`config.mk`:
```
export PLATFORM = sky130hd
export DESIGN_NAME = dma_io_channel_flat
export DESIGN_NICKNAME = d
export VERILOG_FILES = /design/src/rtl/dma_io_channel_if.sv /design/src/rtl/dma_io_channel.sv /design/src/flat_wrapper.sv
export SDC_FILE = /design/constraint.sdc
export NUM_CORES = 1
export LEC_CHECK = 0
export CORE_MARGIN = 2
export CORE_UTILIZATION = 40
export CTS_CLUSTER_DIAMETER = 80
export DETAILED_ROUTE_END_ITERATION = 12
export MAX_ROUTING_LAYER = met4
export PLACE_DENSITY = 0.82
export SLEW_MARGIN = 20
export SYNTH_ARGS = -nofsm -noshare
export SYNTH_HDL_FRONTEND = slang
export SYNTH_SLANG_ARGS = --single-unit
```
`constraint.sdc`:
```
create_clock -name clk -period 4.6 [get_ports clk]
set_clock_uncertainty 0.1 [all_clocks]
set_input_delay 0.69 -clock clk [delete_from_list [all_inputs] [get_ports clk]]
set_output_delay 0.69 -clock clk [all_outputs]
set_load 0.01 [all_outputs]
```
`src/rtl/dma_io_channel_if.sv`:
```
// Device and memory-bus signal bundle of one DMA IO channel.
// master = channel side, slave = device/memory/arbiter side.
interface dma_io_channel_if #(
    parameter int DATA_W = 32,
    parameter int MEM_AW = 8
);
    logic              gpio_req;
    logic              dev_ack;
    logic              dev_iowrite;
    logic              dev_pop;
    logic              dev_push;
    logic [DATA_W-1:0] dev_rdata;
    logic [DATA_W-1:0] dev_wdata;
    logic              bus_req;
    logic              bus_grant;
    logic              mem_req;
    logic              mem_we;
    logic [MEM_AW-1:0] mem_addr;
    logic [DATA_W-1:0] mem_wdata;
    logic [DATA_W-1:0] mem_rdata;
    logic              mem_ready;

    modport master (
        input  gpio_req, dev_rdata, bus_grant, mem_rdata, mem_ready,
        output dev_ack, dev_iowrite, dev_pop, dev_push, dev_wdata,
        output bus_req, mem_req, mem_we, mem_addr, mem_wdata
    );

    modport slave (
        output gpio_req, dev_rdata, bus_grant, mem_rdata, mem_ready,
        input  dev_ack, dev_iowrite, dev_pop, dev_push, dev_wdata,
        input  bus_req, mem_req, mem_we, mem_addr, mem_wdata
    );
endinterface

```
`src/rtl/dma_io_channel.sv`:
```
// Single DMA channel moving words between one IO device and memory.
// CPU programs BASE/COUNT/CTRL; completion raises a level interrupt.
module dma_io_channel #(
    parameter int DATA_W = 32,
    parameter int MEM_AW = 8,
    parameter int CNT_W  = 6
) (
    input  logic              clk,
    input  logic              reset,
    input  logic              cfg_we,
    input  logic [1:0]        cfg_addr,
    input  logic [DATA_W-1:0] cfg_wdata,
    output logic [DATA_W-1:0] cfg_rdata,
    output logic              irq,
    dma_io_channel_if.master  io
);
    localparam logic [2:0] S_IDLE = 3'd0;
    localparam logic [2:0] S_ARB  = 3'd1;
    localparam logic [2:0] S_RD   = 3'd2;
    localparam logic [2:0] S_WR   = 3'd3;
    localparam logic [2:0] S_DONE = 3'd4;

    localparam logic [1:0] R_BASE   = 2'd0;
    localparam logic [1:0] R_COUNT  = 2'd1;
    localparam logic [1:0] R_CTRL   = 2'd2;
    localparam logic [1:0] R_STATUS = 2'd3;

    logic [2:0]        state;
    logic [MEM_AW-1:0] base;
    logic [CNT_W-1:0]  count;
    logic              en;
    logic              dir;
    logic              busy;
    logic              done;
    logic              abort;
    logic [CNT_W-1:0]  words;
    logic [CNT_W-1:0]  idx;
    logic [CNT_W-1:0]  remaining;
    logic [DATA_W-1:0] hold;
    logic              pend;

    logic              in_xfer;
    logic              start;
    logic              lock;
    logic              mem_req;
    logic              beat;
    logic              push;
    logic              last;
    logic              quit;
    logic              dry;
    logic              done_evt;
    logic              abort_evt;
    logic              unused_bits;

    assign unused_bits = ^cfg_wdata;

    assign in_xfer = (state == S_ARB) || (state == S_RD)
                   || (state == S_WR);
    assign start   = (state == S_IDLE) && en && !done
                   && (dir || io.gpio_req);
    assign lock    = busy || start;
    assign last    = (remaining == CNT_W'(1));

    // A started access (pend) is always carried to completion,
    // even if EN drops or the device deasserts its request.
    assign mem_req = (state == S_RD) && io.bus_grant
                   && (pend || (en && (dir || io.gpio_req)));
    assign beat    = mem_req && io.mem_ready;
    assign push    = (state == S_WR) && io.bus_grant;

    assign quit      = (state == S_RD) && !en && !pend;
    assign dry       = (state == S_RD) && !dir && !io.gpio_req
                     && !pend;
    assign done_evt  = (state == S_DONE);
    assign abort_evt = ((state == S_ARB) && !en) || quit;

    assign io.bus_req     = in_xfer;
    assign io.dev_ack     = in_xfer;
    assign io.dev_iowrite = in_xfer && dir;
    assign io.dev_pop     = beat && !dir;
    assign io.dev_push    = push;
    assign io.dev_wdata   = hold;
    assign io.mem_req     = mem_req;
    assign io.mem_we      = mem_req && !dir;
    assign io.mem_addr    = mem_req ? base + MEM_AW'(idx) : '0;
    assign io.mem_wdata   = (mem_req && !dir) ? io.dev_rdata : '0;
    assign irq            = done;

    // Register file: config writes, W1C status, transfer events.
    always_ff @(posedge clk) begin
        if (reset) begin
            base  <= '0;
            count <= '0;
            en    <= 1'b0;
            dir   <= 1'b0;
            busy  <= 1'b0;
            done  <= 1'b0;
            abort <= 1'b0;
            words <= '0;
        end else begin
            if (cfg_we && cfg_addr == R_BASE && !lock)
                base <= cfg_wdata[MEM_AW-1:0];
            if (cfg_we && cfg_addr == R_COUNT && !lock)
                count <= cfg_wdata[CNT_W-1:0];
            if (cfg_we && cfg_addr == R_CTRL) begin
                en <= cfg_wdata[0];
                if (!lock)
                    dir <= cfg_wdata[1];
            end
            if (cfg_we && cfg_addr == R_STATUS) begin
                if (cfg_wdata[1])
                    done <= 1'b0;
                if (cfg_wdata[2])
                    abort <= 1'b0;
            end
            if (start)
                busy <= 1'b1;
            if (done_evt) begin
                done  <= 1'b1;
                busy  <= 1'b0;
                words <= idx;
            end
            if (abort_evt) begin
                abort <= 1'b1;
                done  <= 1'b0;
                busy  <= 1'b0;
                words <= idx;
            end
        end
    end

    // Transfer sequencing: arbitration, word beats, termination.
    always_ff @(posedge clk) begin
        if (reset) begin
            state     <= S_IDLE;
            idx       <= '0;
            remaining <= '0;
            hold      <= '0;
            pend      <= 1'b0;
        end else begin
            unique case (state)
                S_IDLE: begin
                    if (start) begin
                        idx       <= '0;
                        remaining <= count;
                        pend      <= 1'b0;
                        state     <= (count == '0) ? S_DONE : S_ARB;
                    end
                end
                S_ARB: begin
                    if (!en)
                        state <= S_IDLE;
                    else if (io.bus_grant)
                        state <= S_RD;
                end
                S_RD: begin
                    if (mem_req && !io.mem_ready)
                        pend <= 1'b1;
                    else if (beat)
                        pend <= 1'b0;
                    if (quit) begin
                        state <= S_IDLE;
                    end else if (dry) begin
                        state <= S_DONE;
                    end else if (beat) begin
                        if (dir) begin
                            hold  <= io.mem_rdata;
                            state <= S_WR;
                        end else begin
                            idx       <= idx + CNT_W'(1);
                            remaining <= remaining - CNT_W'(1);
                            if (last)
                                state <= S_DONE;
                        end
                    end
                end
                S_WR: begin
                    if (push) begin
                        idx       <= idx + CNT_W'(1);
                        remaining <= remaining - CNT_W'(1);
                        state     <= last ? S_DONE : S_RD;
                    end
                end
                S_DONE: begin
                    state <= S_IDLE;
                end
                default: begin
                    state <= S_IDLE;
                end
            endcase
        end
    end

    // Combinational register readback.
    always_comb begin
        cfg_rdata = '0;
        unique case (cfg_addr)
            R_BASE:   cfg_rdata[MEM_AW-1:0] = base;
            R_COUNT:  cfg_rdata[CNT_W-1:0]  = count;
            R_CTRL:   cfg_rdata[1:0]        = {dir, en};
            default: begin
                cfg_rdata[2:0]      = {abort, done, busy};
                cfg_rdata[8+:CNT_W] = words;
            end
        endcase
    end
endmodule
```
`src/flat_wrapper.sv`:
```
// flat-port wrapper written by rule: the top's interface ports become plain ports
module dma_io_channel_flat 
#(
    parameter int DATA_W = 32,
    parameter int MEM_AW = 8,
    parameter int CNT_W  = 6
)
  (clk, reset, cfg_we, cfg_addr, cfg_wdata, cfg_rdata, irq, io_gpio_req, io_dev_rdata, io_bus_grant, io_mem_rdata, io_mem_ready, io_dev_ack, io_dev_iowrite, io_dev_pop, io_dev_push, io_dev_wdata, io_bus_req, io_mem_req, io_mem_we, io_mem_addr, io_mem_wdata);
  dma_io_channel_if #(.DATA_W(DATA_W), .MEM_AW(MEM_AW)) io_i ();
  input  logic clk;
  input  logic reset;
  input  logic cfg_we;
  input  logic [1:0] cfg_addr;
  input  logic [DATA_W-1:0] cfg_wdata;
  output logic [DATA_W-1:0] cfg_rdata;
  output logic irq;
  input wire logic [$bits(io_i.gpio_req)-1:0] io_gpio_req;
  input wire logic [$bits(io_i.dev_rdata)-1:0] io_dev_rdata;
  input wire logic [$bits(io_i.bus_grant)-1:0] io_bus_grant;
  input wire logic [$bits(io_i.mem_rdata)-1:0] io_mem_rdata;
  input wire logic [$bits(io_i.mem_ready)-1:0] io_mem_ready;
  output wire logic [$bits(io_i.dev_ack)-1:0] io_dev_ack;
  output wire logic [$bits(io_i.dev_iowrite)-1:0] io_dev_iowrite;
  output wire logic [$bits(io_i.dev_pop)-1:0] io_dev_pop;
  output wire logic [$bits(io_i.dev_push)-1:0] io_dev_push;
  output wire logic [$bits(io_i.dev_wdata)-1:0] io_dev_wdata;
  output wire logic [$bits(io_i.bus_req)-1:0] io_bus_req;
  output wire logic [$bits(io_i.mem_req)-1:0] io_mem_req;
  output wire logic [$bits(io_i.mem_we)-1:0] io_mem_we;
  output wire logic [$bits(io_i.mem_addr)-1:0] io_mem_addr;
  output wire logic [$bits(io_i.mem_wdata)-1:0] io_mem_wdata;
  assign io_i.gpio_req = io_gpio_req;
  assign io_i.dev_rdata = io_dev_rdata;
  assign io_i.bus_grant = io_bus_grant;
  assign io_i.mem_rdata = io_mem_rdata;
  assign io_i.mem_ready = io_mem_ready;
  assign io_dev_ack = io_i.dev_ack;
  assign io_dev_iowrite = io_i.dev_iowrite;
  assign io_dev_pop = io_i.dev_pop;
  assign io_dev_push = io_i.dev_push;
  assign io_dev_wdata = io_i.dev_wdata;
  assign io_bus_req = io_i.bus_req;
  assign io_mem_req = io_i.mem_req;
  assign io_mem_we = io_i.mem_we;
  assign io_mem_addr = io_i.mem_addr;
  assign io_mem_wdata = io_i.mem_wdata;
  dma_io_channel #(.DATA_W(DATA_W), .MEM_AW(MEM_AW), .CNT_W(CNT_W)) u_core (.clk(clk), .reset(reset), .cfg_we(cfg_we), .cfg_addr(cfg_addr), .cfg_wdata(cfg_wdata), .cfg_rdata(cfg_rdata), .irq(irq), .io(io_i));
endmodule
```
==> flow_metrics.env <==
export IMPL_setup_ws_ns=0.635
export IMPL_muxShareOfSynthArea=0.0800
export IMPL_syn_instance_count=488
export IMPL_cts_root_buf="clkbuf_8"
export IMPL_dp_cells=767
export IMPL_crit_top_cell="clkdlybuf4s50_1"
export IMPL_cts_buffers=9
export IMPL_port_buffers=173
export IMPL_synth_edf_count=0
export IMPL_crit_slowest_cell="a2111o_1"
export IMPL_cts_buffer_depth=2
export IMPL_period_minus_slack_ns=3.96
export IMPL_post_cts_resize_count=0
export IMPL_synthAdderAreaFrac=0.0333
export IMPL_place_hpwl_mm=8.79
export IMPL_peakVddDrop_v=0.000109
export IMPL_outcome="finished clean"
export IMPL_preCtsSetupSlack_ns=0.639
export IMPL_avgViaCountPerCell=5.07
export IMPL_io_pins=216
export IMPL_ys_types=58
export IMPL_layout_commonest_cell="clkdlybuf4s50_1"
export IMPL_cp_cell_sequence="clkdlybuf4s50_1 -> o21ai_4 -> a2111o_1 -> nor2_4 -> and2_1 -> clkdlybuf4s50_1"
export IMPL_rows=36
export IMPL_setup_viol=0
export IMPL_slowest_delay_ns=0.63
export IMPL_detailedRoute_firstIterationViolations=237
export IMPL_yosys_area_top_type="dfxtp_1"
export IMPL_track_usage=0.216
export IMPL_max_freq_mhz=252
export IMPL_vias=3962
export IMPL_antennaDiodeCount=0
export IMPL_post_drt_wl_per_cell_um=14.9
export IMPL_grt_antenna_before_repair=0
export IMPL_layout_nets=759
export IMPL_worstPathArrival_ns=3.17
export IMPL_timing_reg2reg_setup_slack_ns=2.09
export IMPL_crit_fanout=34
export IMPL_cts_clk_slew_worst_paths_ns=0.08
export IMPL_fin_setup_tns_ns=0
export IMPL_gp_congestion=0.888
export IMPL_ys_flop_type="dfxtp_1"
export IMPL_synth_simple_gate_area_frac=0.267
export IMPL_min_path_type="flop to flop"
export IMPL_cp_top_family="buffers and inverters"
export IMPL_endpoint_kind="output pin"
export IMPL_dr_pass1_iters=6
export IMPL_die_height_um=104
export IMPL_fin_crit_sh=0.862
export IMPL_max_slew_margin=0.293
export IMPL_synth_compound_area_frac=0.158
export IMPL_p_leak_nw=2.12
export IMPL_grt_pass1_vias=3725
export IMPL_synthXorXnorAreaFrac=0.0176
export IMPL_yosys_register_bits=73
export IMPL_antenna_left=0
export IMPL_yosysSeqAreaShare=0.367
export IMPL_synthesis_area_um2=3990
export IMPL_mostFrequentLayoutCells="clkdlybuf4s50_1 (172), nand2_1 (76), dfxtp_1 (73)"
export IMPL_tightest_slew_ns=1.06
export IMPL_grt_max_degree=44
export IMPL_clock_latency_ns=0.34
export IMPL_rsz0062_at_grt="false"
export IMPL_dieArea_um2=10800
export IMPL_htree_levels=3
export IMPL_fin_cells=782
export IMPL_numClockSinks=73
export IMPL_hold_viol=0
export IMPL_start_kind="input port"
export IMPL_yosys_warnings=0
export IMPL_initial_core_util=0.410
export IMPL_cts_hold_buf=0
export IMPL_synth_top_family_by_area="simple AND/OR/NAND/NOR gates"
export IMPL_powerDensity_nw_per_um2=206
export IMPL_synth_async_reset_ratio=0
export IMPL_synth_avg_cell_area_um2=8.17
export IMPL_crit_buf_inv=2
export IMPL_synthTopCellsByArea="dfxtp_1 (37%), nand2_1 (7.2%), mux2i_1 (6.8%)"
export IMPL_critical_path_class="input port to output pin"
export IMPL_drc=0
export IMPL_synthToLayoutAreaGrowth_pct=47.0
export IMPL_post_cts_setup_buffers=0
export IMPL_cts_tree="yes"
export IMPL_drive_above_1_share=0.0447
export IMPL_core_area_um2=9730
export IMPL_cap_viol_max_count=0
export IMPL_die_x_um=104
export IMPL_yosysTopAreaCellShare=0.367
export IMPL_grt_overflow=0
export IMPL_required_ns=3.81
export IMPL_drv_slew=0
export IMPL_totalWireLength_mm=11.7
export IMPL_grt_pass1_wl_mm=18.8
[report_power, final]
group | switching (mW) | leakage [nW] | internal, mW | total (mW)
clock network | 0.229 | 0.0802 | 0.193 | 0.422
logic | 0.0583 | 1.45 | 0.0840 | 0.142
registers | 0.00806 | 0.589 | 0.637 | 0.645
[layer usage]
| layer | wire length, um | part of all wire | up-vias | track usage |
|---|---|---|---|---|
| li1 | - | - | 1933 | - |
| met1 | 4830 | 0.41 | 1866 | 0.251 |
| met2 | 5990 | 0.51 | 153 | 0.379 |
| met3 | 701 | 0.060 | 10 | 0.0459 |
| met4 | 125 | 0.011 | 0 | 0.0579 |
| met5 | 0 | 0 | - | - |
[per-stage QoR]
| stage | area, um2 | power, mW | util | hold slack (ns) |
|---|---|---|---|---|
| global route | 5860 | 1.27 | 0.602 | 0.377 |
| global placement | 5710 | 0.797 | 0.586 | 0.341 |
| CTS | 5860 | 1.22 | 0.602 | 0.357 |
| detailed placement | 5710 | 0.800 | 0.586 | 0.346 |
| finish | 5860 | 1.21 | 0.602 | 0.356 |
| floorplan | 4050 | 0.726 | - | 0.337 |
[sequential cells by signal, summed over array words and instances (netlist names), 3 cells and up]
register	count
u_core.idx	6
u_core.state	3
u_core.io.dev_wdata	32
u_core.remaining	6
u_core.base	8
u_core.words	6
u_core.count	6
[kinds of logic after synthesis]
group,Yosys count
buffers and inverters,56
other,1
adders and majority gates,10
xor gates and xnor gates,8
DFF,73
AOI/OAI and AO/OA,95
and+or+nand+nor,216
muxes,29
[final timing paths]
path                                               from                       to  depth (start not counted)
worst max-delay path                        io_gpio_req         io_mem_wdata[20]                          6
worst min-delay path            u_core.io.dev_wdata[27]  u_core.io.dev_wdata[27]                          2
worst max register to register               u_core.dir   u_core.io.dev_wdata[3]                          4
worst min register to register  u_core.io.dev_wdata[27]  u_core.io.dev_wdata[27]                          2
[Yosys cell counts (all sizes together), types with 2 or more instances]
cell type  count
nand4          3
a21oi         52
mux4           2
o32ai          3
and3           9
a2111oi        2
nor2b          3
or3            3
ha             9
a211o          2
nand3          8
nor3           6
a21o           6
nor2          53
nor3b          7
dfxtp         73
a211oi         2
o21ai         16
inv            8
xnor2          3
clkbuf        15
nand2         76
nand2b         5
or2            2
buf           33
xor2           5
mux2i         27
and2          35
o211ai         3
nor4           2
o2111ai        2
[worst reg2reg max path, stage by stage, from the launching register on]
cell and delay, ns:
dfxtp_1 0.67, nand2b_1 0.24, or4_1 1.00, nand2_1 0.25
a21oi_1 0.09
[final cells by class]
cell class	instances	area, um2
clock buffer	12	135
clock inverter	3	18.8
sequential	73	1460
fill	853	3870
multi-input combinational	376	2290
inverter	8	30.0
timing repair buffer	177	1760
tap	133	166
(Power assumes the default switching activity.)
